==> config.mk <==
export PLATFORM = sky130hd
export DESIGN_NAME = vga_sprite_renderer
export DESIGN_NICKNAME = d
export VERILOG_FILES = /design/src/rtl/vga_sprite_renderer.sv
export SDC_FILE = /design/constraint.sdc
export NUM_CORES = 1
export LEC_CHECK = 0
export CAP_MARGIN = 20
export CELL_PAD_IN_SITES_DETAIL_PLACEMENT = 1
export CELL_PAD_IN_SITES_GLOBAL_PLACEMENT = 1
export CORE_ASPECT_RATIO = 0.75
export CORE_MARGIN = 2
export CORE_UTILIZATION = 29
export DETAILED_ROUTE_END_ITERATION = 12
export PLACE_DENSITY_LB_ADDON = 0.3
export SKIP_CTS_REPAIR_TIMING = 1
export SLEW_MARGIN = 5
export SYNTH_ARGS = -nofsm -noshare
export SYNTH_HDL_FRONTEND = slang
export SYNTH_SLANG_ARGS = --single-unit
==> constraint.sdc <==
create_clock -name Master_Clock_In -period 1.6 [get_ports Master_Clock_In]
set_clock_uncertainty 0.05 [all_clocks]
set_input_delay 0.4 -clock Master_Clock_In [delete_from_list [all_inputs] [get_ports Master_Clock_In]]
set_output_delay 0.4 -clock Master_Clock_In [all_outputs]
set_load 0.01 [all_outputs]
==> src/rtl/vga_sprite_renderer.sv <==
// vga_sprite_renderer: ten-band colour bars with one square sprite overlaid.
// Define VGA_SPRITE_BOUNCE_EN to let the sprite bounce once per frame.
module vga_sprite_renderer #(
    parameter int          H_ACTIVE      = 640,
    parameter int          V_ACTIVE      = 480,
    parameter int          SPRITE_SIZE   = 32,
    parameter int          INIT_X        = 304,
    parameter int          INIT_Y        = 224,
    parameter int          STEP          = 2,
    parameter logic [11:0] SPRITE_COLOUR = 12'h0A5
) (
    input  logic       Master_Clock_In,
    input  logic       Reset_N_In,
    input  logic       Sync_Horiz_In,
    input  logic       Sync_Vert_In,
    input  logic       Disp_Ena_In,
    input  logic [9:0] Val_Col_In,
    input  logic [9:0] Val_Row_In,
    output logic       Sync_Horiz_Out,
    output logic       Sync_Vert_Out,
    output logic [3:0] Red_Out,
    output logic [3:0] Green_Out,
    output logic [3:0] Blue_Out,
    output logic       Frame_Tick_Out
);

    localparam logic [10:0] SIZE_W = 11'(SPRITE_SIZE);
    localparam logic [10:0] STEP_W = 11'(STEP);
    localparam logic [10:0] H_W    = 11'(H_ACTIVE);
    localparam logic [10:0] V_W    = 11'(V_ACTIVE);

    logic [9:0] pos_x;
    logic [9:0] pos_y;
    logic       vs_prev;
    logic       frame_edge;

    assign frame_edge = vs_prev & ~Sync_Vert_In;

    always_ff @(posedge Master_Clock_In or negedge Reset_N_In) begin
        if (!Reset_N_In) begin
            vs_prev        <= 1'b1;
            Frame_Tick_Out <= 1'b0;
        end else begin
            vs_prev        <= Sync_Vert_In;
            Frame_Tick_Out <= frame_edge;
        end
    end

`ifdef VGA_SPRITE_BOUNCE_EN
    logic        dir_x;
    logic        dir_y;
    logic [10:0] next_x;
    logic [10:0] next_y;

    // Returns {direction, position}; direction 1 means moving toward zero.
    function automatic logic [10:0] axis_next(
        input logic [9:0]  p,
        input logic        d,
        input logic [10:0] lim
    );
        logic [10:0] p_w;
        p_w = {1'b0, p};
        if (!d) begin
            if (p_w + STEP_W + SIZE_W > lim)
                axis_next = {1'b1, 10'(lim - SIZE_W)};
            else
                axis_next = {1'b0, 10'(p_w + STEP_W)};
        end else if (p_w < STEP_W) begin
            axis_next = {1'b0, 10'd0};
        end else begin
            axis_next = {1'b1, 10'(p_w - STEP_W)};
        end
    endfunction

    assign next_x = axis_next(pos_x, dir_x, H_W);
    assign next_y = axis_next(pos_y, dir_y, V_W);

    always_ff @(posedge Master_Clock_In or negedge Reset_N_In) begin
        if (!Reset_N_In) begin
            pos_x <= 10'(INIT_X);
            pos_y <= 10'(INIT_Y);
            dir_x <= 1'b0;
            dir_y <= 1'b0;
        end else if (frame_edge) begin
            {dir_x, pos_x} <= next_x;
            {dir_y, pos_y} <= next_y;
        end
    end
`else
    assign pos_x = 10'(INIT_X);
    assign pos_y = 10'(INIT_Y);
`endif

    logic [10:0] col_w;
    logic [10:0] row_w;
    logic [10:0] x_w;
    logic [10:0] y_w;
    logic        hit;

    assign col_w = {1'b0, Val_Col_In};
    assign row_w = {1'b0, Val_Row_In};
    assign x_w   = {1'b0, pos_x};
    assign y_w   = {1'b0, pos_y};
    assign hit   = (col_w >= x_w) && (col_w < x_w + SIZE_W) &&
                   (row_w >= y_w) && (row_w < y_w + SIZE_W);

    logic       s1_hs;
    logic       s1_vs;
    logic       s1_de;
    logic       s1_hit;
    logic [3:0] s1_bar;

    always_ff @(posedge Master_Clock_In or negedge Reset_N_In) begin
        if (!Reset_N_In) begin
            s1_hs  <= 1'b1;
            s1_vs  <= 1'b1;
            s1_de  <= 1'b0;
            s1_hit <= 1'b0;
            s1_bar <= 4'd0;
        end else begin
            s1_hs  <= Sync_Horiz_In;
            s1_vs  <= Sync_Vert_In;
            s1_de  <= Disp_Ena_In;
            s1_hit <= hit;
            s1_bar <= Val_Col_In[9:6];
        end
    end

    logic [11:0] pal;
    logic [11:0] colour;
    logic [11:0] rgb;

    always_comb begin
        pal = 12'h000;
        case (s1_bar)
            4'd0:    pal = 12'h000;
            4'd1:    pal = 12'hF00;
            4'd2:    pal = 12'h0F0;
            4'd3:    pal = 12'h00F;
            4'd4:    pal = 12'hFF0;
            4'd5:    pal = 12'h0FF;
            4'd6:    pal = 12'hF0F;
            4'd7:    pal = 12'hFFF;
            4'd8:    pal = 12'h888;
            4'd9:    pal = 12'h444;
            default: pal = 12'h000;
        endcase
    end

    always_comb begin
        colour = 12'h000;
        if (s1_de)
            colour = s1_hit ? SPRITE_COLOUR : pal;
    end

    always_ff @(posedge Master_Clock_In or negedge Reset_N_In) begin
        if (!Reset_N_In) begin
            rgb            <= 12'h000;
            Sync_Horiz_Out <= 1'b1;
            Sync_Vert_Out  <= 1'b1;
        end else begin
            rgb            <= colour;
            Sync_Horiz_Out <= s1_hs;
            Sync_Vert_Out  <= s1_vs;
        end
    end

    assign Red_Out   = rgb[11:8];
    assign Green_Out = rgb[7:4];
    assign Blue_Out  = rgb[3:0];

endmodule

==> metrics <==
status=completed; Core Rows=16; Max transition margin=around four fifths; maximum vdd drop=about 270 µV; worst-path cell chain=clkdlybuf4s50_1; Mean Syn Cell Area=around 14 µm²; final std cell area, no fill=between 0.001 and 0.0015 mm²; PwrDens=880 mW/mm²; Setup crit end kind=output pin; max_cap viols=0; achievable frequency=between 600 and 700 MHz; CP Data Required Time=~1.2 ns; hold depth=0; most common cell after layout, fill and taps aside=clkdlybuf4s50_1; Placer Congestion=approximately 0.7; die area=about 0.0033 mm²; IO Count=40; layout cells sized above 1=13.2%; RSZ-0062 raised after global routing=false; Arrival @ worst endpoint=approximately 1.1 ns; Routed wire per std cell=between 10 and 15 µm; CTS Buffer Depth=2; setup TNS=0 ns; commonest non-fill, non-tap cells in the layout=clkdlybuf4s50_1 (22), dfrtp_1 (18), dlymetal6s2s_1 (8); Levels on crit path=1; GRT Total Usage=around 10%; die width=between 60 and 70 µm; Leak=between 0.6 and 0.7 nW; Setup CP Type=reg -> out; clk root buf=clkbuf_8; post-synthesis cell count=57; Die Ht=~50 µm; ANT cells=0; DRC=0; cell family with most CP delay=buffers and inverters; CTS tree=built; flop and latch count out of synthesis=22; fin. max-slew vios=0; Detailed Route WL=1440 µm; initial core utilization=a little under a third; ANT nets after route=0; global-route wire length before repair=roughly 2400 µm; Synth-to-Final Area Change=49.8%; worst-skew pair later-pin latency=between 0.2 and 0.3 ns; Initial DRC Count=1; final setup violating endpoints=0; Final Hold Vio Count=0; largest net degree at the start of global routing=23; core area=~0.0026 mm²; synth unique cells=23; number of H-tree levels=1; Detailed Routing Iterations Pass 1=2; Vias/cell=4.36; CP max FO=1; vias in the first global route=between 500 and 600; Synthesized Nets=between 80 and 90; yosys warns=0; placed cell area=0.00116 mm²; Net count, final=117; Post-Syn Area=816 µm²; Final Cycle Share=between 90% and 100%; routed via count=between 500 and 600; Worst-path clk slew=0.07 ns; Startpoint Class=register; PortBufs=30; initial antenna violation count=0; HP Class=reg -> reg; R2R cell count=3; Crit path buffers/inverters=1; crit path time final=between 1.5 and 2 ns; Slew @ Worst Pin=0.295 ns; Final HPWL DP=1110 µm; TritonCTS buffer count=3; Seq/Total Area, Yosys=between 60% and 70%; GRT Residual Overflow=0; slowest stage delay, CP=~0.53 ns; Num Clock Sinks=22; Finished Core Util=46.3%; Final Power=1.08 mW; Slowest cell on crit path=clkdlybuf4s50_1
## through the flow
step,hold slack [ns],std cells,setup slack [ns]
after floorplan,0.0544,57,0.237
after global routing,0.320,127,0.00270
final,0.310,127,0.0429
after CTS,0.313,127,-0.168
after global placement,0.298,123,0.0828
after detailed placement,0.302,123,0.0554
## routing by layer
layer  routed length [µm]  up-vias  track usage, %
met1                  599      261            12.1
met3                  125        4            2.97
li1                     -      263               -
met2                  675       26            15.5
met5                    0        -               0
met4                   36        0            7.29
## power breakdown
group | internal, mW | total (mW) | switching (mW)
Clock | 0.177 | 0.333 | 0.156
Combinational | 0.0883 | 0.142 | 0.0532
Sequential | 0.587 | 0.602 | 0.0148
## path summary, 6_finish.rpt
path,start,to,slack (ns)
worst max-delay path,rgb[0]$_DFF_PN0_,Blue_Out[0],0.04
worst min-delay path,s1_hs$_DFF_PN1_,Sync_Horiz_Out$_DFF_PN1_,0.31
worst max register to register,s1_bar[2]$_DFF_PN0_,rgb[2]$_DFF_PN0_,0.15
worst min register to register,s1_hs$_DFF_PN1_,Sync_Horiz_Out$_DFF_PN1_,0.31
max in group asynchronous,Reset_N_In,Sync_Vert_Out$_DFF_PN1_,0.79
min in group asynchronous,Reset_N_In,rgb[2]$_DFF_PN0_,0.44
## cells in the mapped netlist, drive strengths merged
library cell,number,area (µm²)
dfrtp,18,450
nor2b,7,43.8
dfstp,4,105
o21a,4,30.0
nor2,3,11.3
buf,2,18.8
nor4b,2,17.5
o31a,2,17.5
xnor2,2,17.5
a21oi,1,5.00
and2,1,6.26
and3b,1,10.0
maj3,1,10.0
mux2i,1,10.0
nand2,1,3.75
nand2b,1,6.26
nand3b,1,7.51
nand4,1,6.26
o21ai,1,8.76
o2bb2ai,1,8.76
or2b,1,7.51
or4b,1,13.8
## cells by family (layout without fill, tap and decap cells)
group / count (synthesis) / after routing / share of synthesized area, %
and+or+nand+nor: 20 / 20 / 16.4
DFF: 22 / 22 / 68.1
buffers and inverters: 2 / 36 / 2.30
xor gates and xnor gates: 2 / 2 / 2.15
muxes: 1 / 1 / 1.23
adders and majority gates: 1 / 1 / 1.23
AOI/OAI and AO/OA: 9 / 9 / 8.59
## flip-flops by register name, indices dropped and copies added, names as in the netlist
register and flops:
rgb 11, s1_bar 4, Frame_Tick_Out 1, Sync_Horiz_Out 1
Sync_Vert_Out 1, s1_de 1, s1_hit 1, s1_hs 1
s1_vs 1
## area by class of cell
cell class | instances | area, µm²
tap | 36 | 45.0
multi-input combinational | 33 | 241
timing repair buffer | 32 | 335
sequential | 22 | 556
fill | 304 | 1420
clock buffer | 4 | 45.0
Power figures use the tool's default switching activity.
==> RTL change 1, RTL diff (same flow settings) <==
The option `VGA_SPRITE_BOUNCE_EN` is turned on by a define.
--- a/src/rtl/vga_sprite_renderer.sv
+++ b/src/rtl/vga_sprite_renderer.sv
@@ -1,5 +1,7 @@
 // vga_sprite_renderer: ten-band colour bars with one square sprite overlaid.
 // Define VGA_SPRITE_BOUNCE_EN to let the sprite bounce once per frame.
+`define VGA_SPRITE_BOUNCE_EN
+
 module vga_sprite_renderer #(
     parameter int          H_ACTIVE      = 640,
     parameter int          V_ACTIVE      = 480,
Check against the original RTL: not equivalent (Yosys sat finds a counterexample within 4 cycles, from zero or initial values and one cycle with Reset_N_In low).
==> RTL change 1 against the original RTL <==
- count of clock-buffer cells in the layout is 2 higher
- worst setup slack worse by 1.1 ns
- sequential power increased to 2.6 times the old value
- maximum frequency decreased by 42%
- final area grew to 4.6 times the old value
- power rose to 6.6 times the old value
- the run now ends with negative setup slack left
- combinational power increased to 32 times the old value
- routed wire length grew to 9.3 times the old value
- area after synthesis rose to 4.3 times the old value
- sequential cell count increased by 20
- register-to-register slack lost 1.2 ns
- first-iteration DRC count grew to 110 times the old value
==> RTL change 1: results (changes against the original RTL) <==
----------------------------------------------------
[Status]
  Run status ... finished with violations
  Violated checks ... negative setup slack

[Pwr]
  NetSw ... 2970 µW (+1200%)
  Leakage power ... 0.00261 µW (+330%)
  Overall power ... 7110 µW (+560%)

[Finish]
  Layout cell share with drive strength beyond 1 ... 0.395 (+0.263)
  Biggest registers after layout ... rgb x11, pos_x x9, pos_y x9
  Total number of multi-input combinational cells ... 321 (+870%)
  Signal inverters ... 27 (+27)
  Count of placed standard cells in the final layout, fillers left out ... 719 (+470%)
  Flip-flop and latch count ... 42 (+91%)
  Sequential portion of the cell area ... 0.192 (-0.263)

[Drt]
  Met3 wire len ... 557 µm (+350%)
  Number of detailed-routing iterations run before antenna repair ... 7 (+5)
  Sum of met2 wire segment lengths after detailed routing ... 6420 µm (+850%)
  Vias after detailed routing ... 3837 (+590%)
  M1 wire length ... 6210 µm (+940%)
  Overall routed net length ... 13400 µm (+830%)

[Synth]
  Post-synthesis cell count ... 410 (+620%)
  Fraction of the mapped netlist area in adder cells ... 0.138 (+0.125)
  Post-synthesis sequential area ratio ... 0.300 (-0.381)
  Synth top area cells ... sky130_fd_sc_hd__dfrtp_1, sky130_fd_sc_hd__ha_1, sky130_fd_sc_hd__dfstp_2, sky130_fd_sc_hd__xnor2_1, sky130_fd_sc_hd__nor2_1
  Mux cell area share after synthesis ... 0.00883 (-0.00344)
  Fraction of the mapped netlist area in compound gates ... 0.233 (+0.147)
  Syn nets ... 474 (+480%)
  Xor/xnor cell area share of the yosys netlist ... 0.0519 (+0.0305)

[Hold path]
  Type of the tightest min-delay check ... in -> async

[GRT]
  Via count of the first global-routing pass ... 3914 (+610%)
  GR met2 Demand/Resource ... 0.320 (+0.165)
  Global-route usage over all layers ... 0.192 (+0.0911)
  First-pass GRT wire length ... 20200 µm (+740%)

[Clock network]
  Number of H-tree levels ... 2 (+1)
  Clock root buffer ... sky130_fd_sc_hd__clkbuf_16
  Number of buffers added by the clock tree synthesis step ... 5 (+2)
  Clock latency at the later pin of the worst-skew pair ... 0.30 ns (+0.04 ns)

[Timing]
  Setup tns final ... -18.44 ns (-18.44 ns)
  Headroom to the max-slew limit ... 0.614 (-0.189)
  Worst hold margin ... 0.0350 ns (-0.275 ns)
  Final setup vio count ... 21 (+21)
  Setup slack after layout ... -1.10 ns (-1.14 ns)

[Placement]
  Quantity of I/O buffers inserted on ports ... 37 (+23%)
  Inst Count DP ... 701 (+470%)
  DP Area ... 4950 µm² (+330%)

[Critical path]
  Cell with the biggest individual delay on the critical path ... sky130_fd_sc_hd__dfstp_2
  Path type of the worst setup path ... reg -> reg
  Endpoint of the worst setup timing path ... pos_x[6]
  Largest fanout on the critical path ... 5 (+4)
  Crit path from ... pos_x[4]

[Die]
  Placement row count ... 34 (+18)

----------------------------------------------------
-- RTL change 1: cell count changes after synthesis, moves of 7 or more --
cell | unedited run | this run
sky130_fd_sc_hd__ha_1 | 0 | 39
sky130_fd_sc_hd__nor2_1 | 3 | 31
sky130_fd_sc_hd__nand2_1 | 1 | 28
sky130_fd_sc_hd__inv_1 | 0 | 26
sky130_fd_sc_hd__a21oi_1 | 1 | 23
sky130_fd_sc_hd__nand3_1 | 0 | 20
sky130_fd_sc_hd__o21ai_0 | 0 | 20
sky130_fd_sc_hd__xnor2_1 | 2 | 18
sky130_fd_sc_hd__dfrtp_1 | 18 | 32
sky130_fd_sc_hd__nand2b_1 | 1 | 15
sky130_fd_sc_hd__nor3_1 | 0 | 12
sky130_fd_sc_hd__buf_2 | 0 | 9
sky130_fd_sc_hd__clkbuf_1 | 0 | 9
sky130_fd_sc_hd__a31oi_1 | 0 | 7
==> RTL change 2, RTL diff (same settings) <==
Without the edit above. Take the reset off `rgb` and load it in a clocked block of its own.
--- a/src/rtl/vga_sprite_renderer.sv
+++ b/src/rtl/vga_sprite_renderer.sv
@@ -155,14 +155,16 @@
 
     always_ff @(posedge Master_Clock_In or negedge Reset_N_In) begin
         if (!Reset_N_In) begin
-            rgb            <= 12'h000;
             Sync_Horiz_Out <= 1'b1;
             Sync_Vert_Out  <= 1'b1;
         end else begin
-            rgb            <= colour;
             Sync_Horiz_Out <= s1_hs;
             Sync_Vert_Out  <= s1_vs;
         end
+    end
+
+    always_ff @(posedge Master_Clock_In) begin
+        rgb <= colour;
     end
 
     assign Red_Out   = rgb[11:8];
Behaviour: differs if Reset_N_In is asserted again (counterexample within 4 cycles, from zero or initial values and one cycle with Reset_N_In low); with Reset_N_In held inactive, the same outputs for 10 cycles.
==> RTL change 2 against the original RTL <==
- via count increased by 11%
- area after synthesis shrank 2.3%
- final cell count up 7.9%
- utilization fell by 0.68 points
- sequential cell count did not move
- power shrank 3.3%
- worst setup slack better by 0.13 ns
- non-clock buffer count down 1
- final area shrank 3.0%
- routed wire length is 7.9% higher
- global-route usage increased by 0.88 points
- critical endpoint is now Sync_Vert_Out
==> RTL change 2: results (changes against the original RTL) <==
----------------------------------------------------
[Status]
  Run status ... finished clean

[Pwr]
  Internal cell power ... 807 µW (-5.4%)
  Leakage power ... 0.000666 µW (+9.2%)
  VDD IR-drop max ... 497 µV (+82%)

[Clock network]
  Clock-pin slew of the registers on the worst-case setup and hold paths ... 0.11 ns (+0.04 ns)
  Clock latency at the later pin of the worst-skew pair ... 0.30 ns (+0.04 ns)
  Clk buf depth ... 2 (unchanged)
  Number of buffers added by the clock tree synthesis step ... 3 (unchanged)
  Clock root buffer ... sky130_fd_sc_hd__clkbuf_4
  Number of H-tree levels ... 1 (unchanged)

[Placement]
  Quantity of I/O buffers inserted on ports ... 30 (unchanged)
  DP Area ... 1110 µm² (-3.9%)
  Inst Count DP ... 133 (+8.1%)
  Final weighted congestion in routability-driven placement ... 0.778 (+11%)
  HPWL after detailed placement ... 1210 µm (+9.5%)

[GRT]
  Global-route usage over all layers ... 0.110 (+0.00879)
  Antenna violations before repair ... 0 (unchanged)
  Leftover overflow at the end of global routing ... 0 (unchanged)
  Pin count of the biggest net entering global routing ... 13 (-43%)
  Via count of the first global-routing pass ... 622 (+13%)
  First-pass GRT wire length ... 2700 µm (+13%)

[Critical path]
  Arrival time of the worst setup path ... 0.98 ns (-0.13 ns)
  Largest fanout on the critical path ... 1 (unchanged)
  Cell with the biggest individual delay on the critical path ... sky130_fd_sc_hd__dfstp_2
  Largest stage delay on the critical path ... 0.54 ns
  Family of cells with the greatest summed delay on the critical path ... flip-flops

[Synth]
  Synth top area cells ... sky130_fd_sc_hd__dfxtp_1, sky130_fd_sc_hd__dfrtp_1, sky130_fd_sc_hd__dfstp_2, sky130_fd_sc_hd__a21oi_1, sky130_fd_sc_hd__buf_6
  Synth cell types ... 27 (+17%)
  Top cells by instance count after synthesis ... sky130_fd_sc_hd__dfxtp_1, sky130_fd_sc_hd__dfrtp_1, sky130_fd_sc_hd__a21oi_1, sky130_fd_sc_hd__nand2_1, sky130_fd_sc_hd__nor2_1
  Synth Warn # ... 0 (unchanged)
  Post-synthesis cell count ... 70 (+23%)
  Ys async rst share ... 0.500 (-0.500)
  Syn nets ... 95 (+16%)
  Post-synthesis sequential area ratio ... 0.628 (-0.0530)

[Finish]
  Biggest registers after layout ... rgb x11, s1_bar x4
  Layout cell share with drive strength beyond 1 ... 0.119 (-0.0131)
  Diode count ... 0 (unchanged)

[Drt]
  Violation count after the first detailed-routing iteration ... 6 (+5)
  Overall routed net length ... 1550 µm (+7.9%)
  Vias after detailed routing ... 614 (+11%)
  Number of detailed-routing iterations run before antenna repair ... 3 (+1)
  Via count normalized by instance count ... 4.48 (+2.7%)

[Timing]
  Final setup vio count ... 0 (unchanged)
  Slew at the pin closest to its max-slew limit ... 0.474 ns (+0.180 ns)

[Hold path]
  Type of the tightest min-delay check ... reg -> reg

----------------------------------------------------
[RTL change 2: per-layer routing]
metal,vias to the layer above,track usage,wire [µm]
met2,22,0.193,784
met1,291,0.129,666
met4,0,0.0213,0
met5,-,0,0
met3,0,0.0416,98
li1,301,-,-
[RTL change 2: power by group through the flow]
stage                     Sequential, µW  Clock (µW)  Combinational, µW
after floorplan                      616           0               57.1
after global placement               614           0                141
after detailed placement             617           0                145
after CTS                            606         321                145
after global routing                 609         347                150
final                                604         300                137
[RTL change 2: worst paths after layout]
check	from	endpoint	slack (ns)	depth (start not counted)
max in group asynchronous	Reset_N_In	Sync_Vert_Out	0.79	1
setup / recovery	Sync_Vert_Out	Sync_Vert_Out	0.17	1
hold / removal	s1_hs	Sync_Horiz_Out	0.31	0
hold reg to reg	s1_hs	Sync_Horiz_Out	0.31	0
min in group asynchronous	Reset_N_In	s1_bar[2]	0.37	1
setup reg to reg	s1_bar[2]	rgb[6]	0.26	4
[RTL change 2: layout make-up]
cell class                      count  area (µm²)
Fill cell                         305        1420
Sequential cell                    22         500
Tap cell                           36        45.0
Multi-Input combinational cell     43         255
Clock buffer                        4        36.3
Timing Repair Buffer               31         345
Inverter                            1        3.75
[RTL change 2: kinds of logic (layout without fill, tap and decap cells)]
family | Yosys count | count (layout) | share of synthesized area
buffers and inverters | 5 | 36 | 0.0518
and+or+nand+nor | 25 | 25 | 0.170
DFF | 22 | 22 | 0.628
xor gates and xnor gates | 2 | 2 | 0.0220
AOI/OAI and AO/OA | 16 | 16 | 0.129
[RTL change 2: metrics by stage]
stage	setup slack [ns]	power [µW]	hold WS, ns	TNS (ns)
final	0.175	1040	0.314	0
after global placement	-0.0701	755	0.297	-0.0701
after floorplan	0.361	673	0.0544	0
after detailed placement	-0.0895	762	0.301	-0.0895
after global routing	0.121	1110	0.325	0
after CTS	-0.236	1070	0.319	-0.891
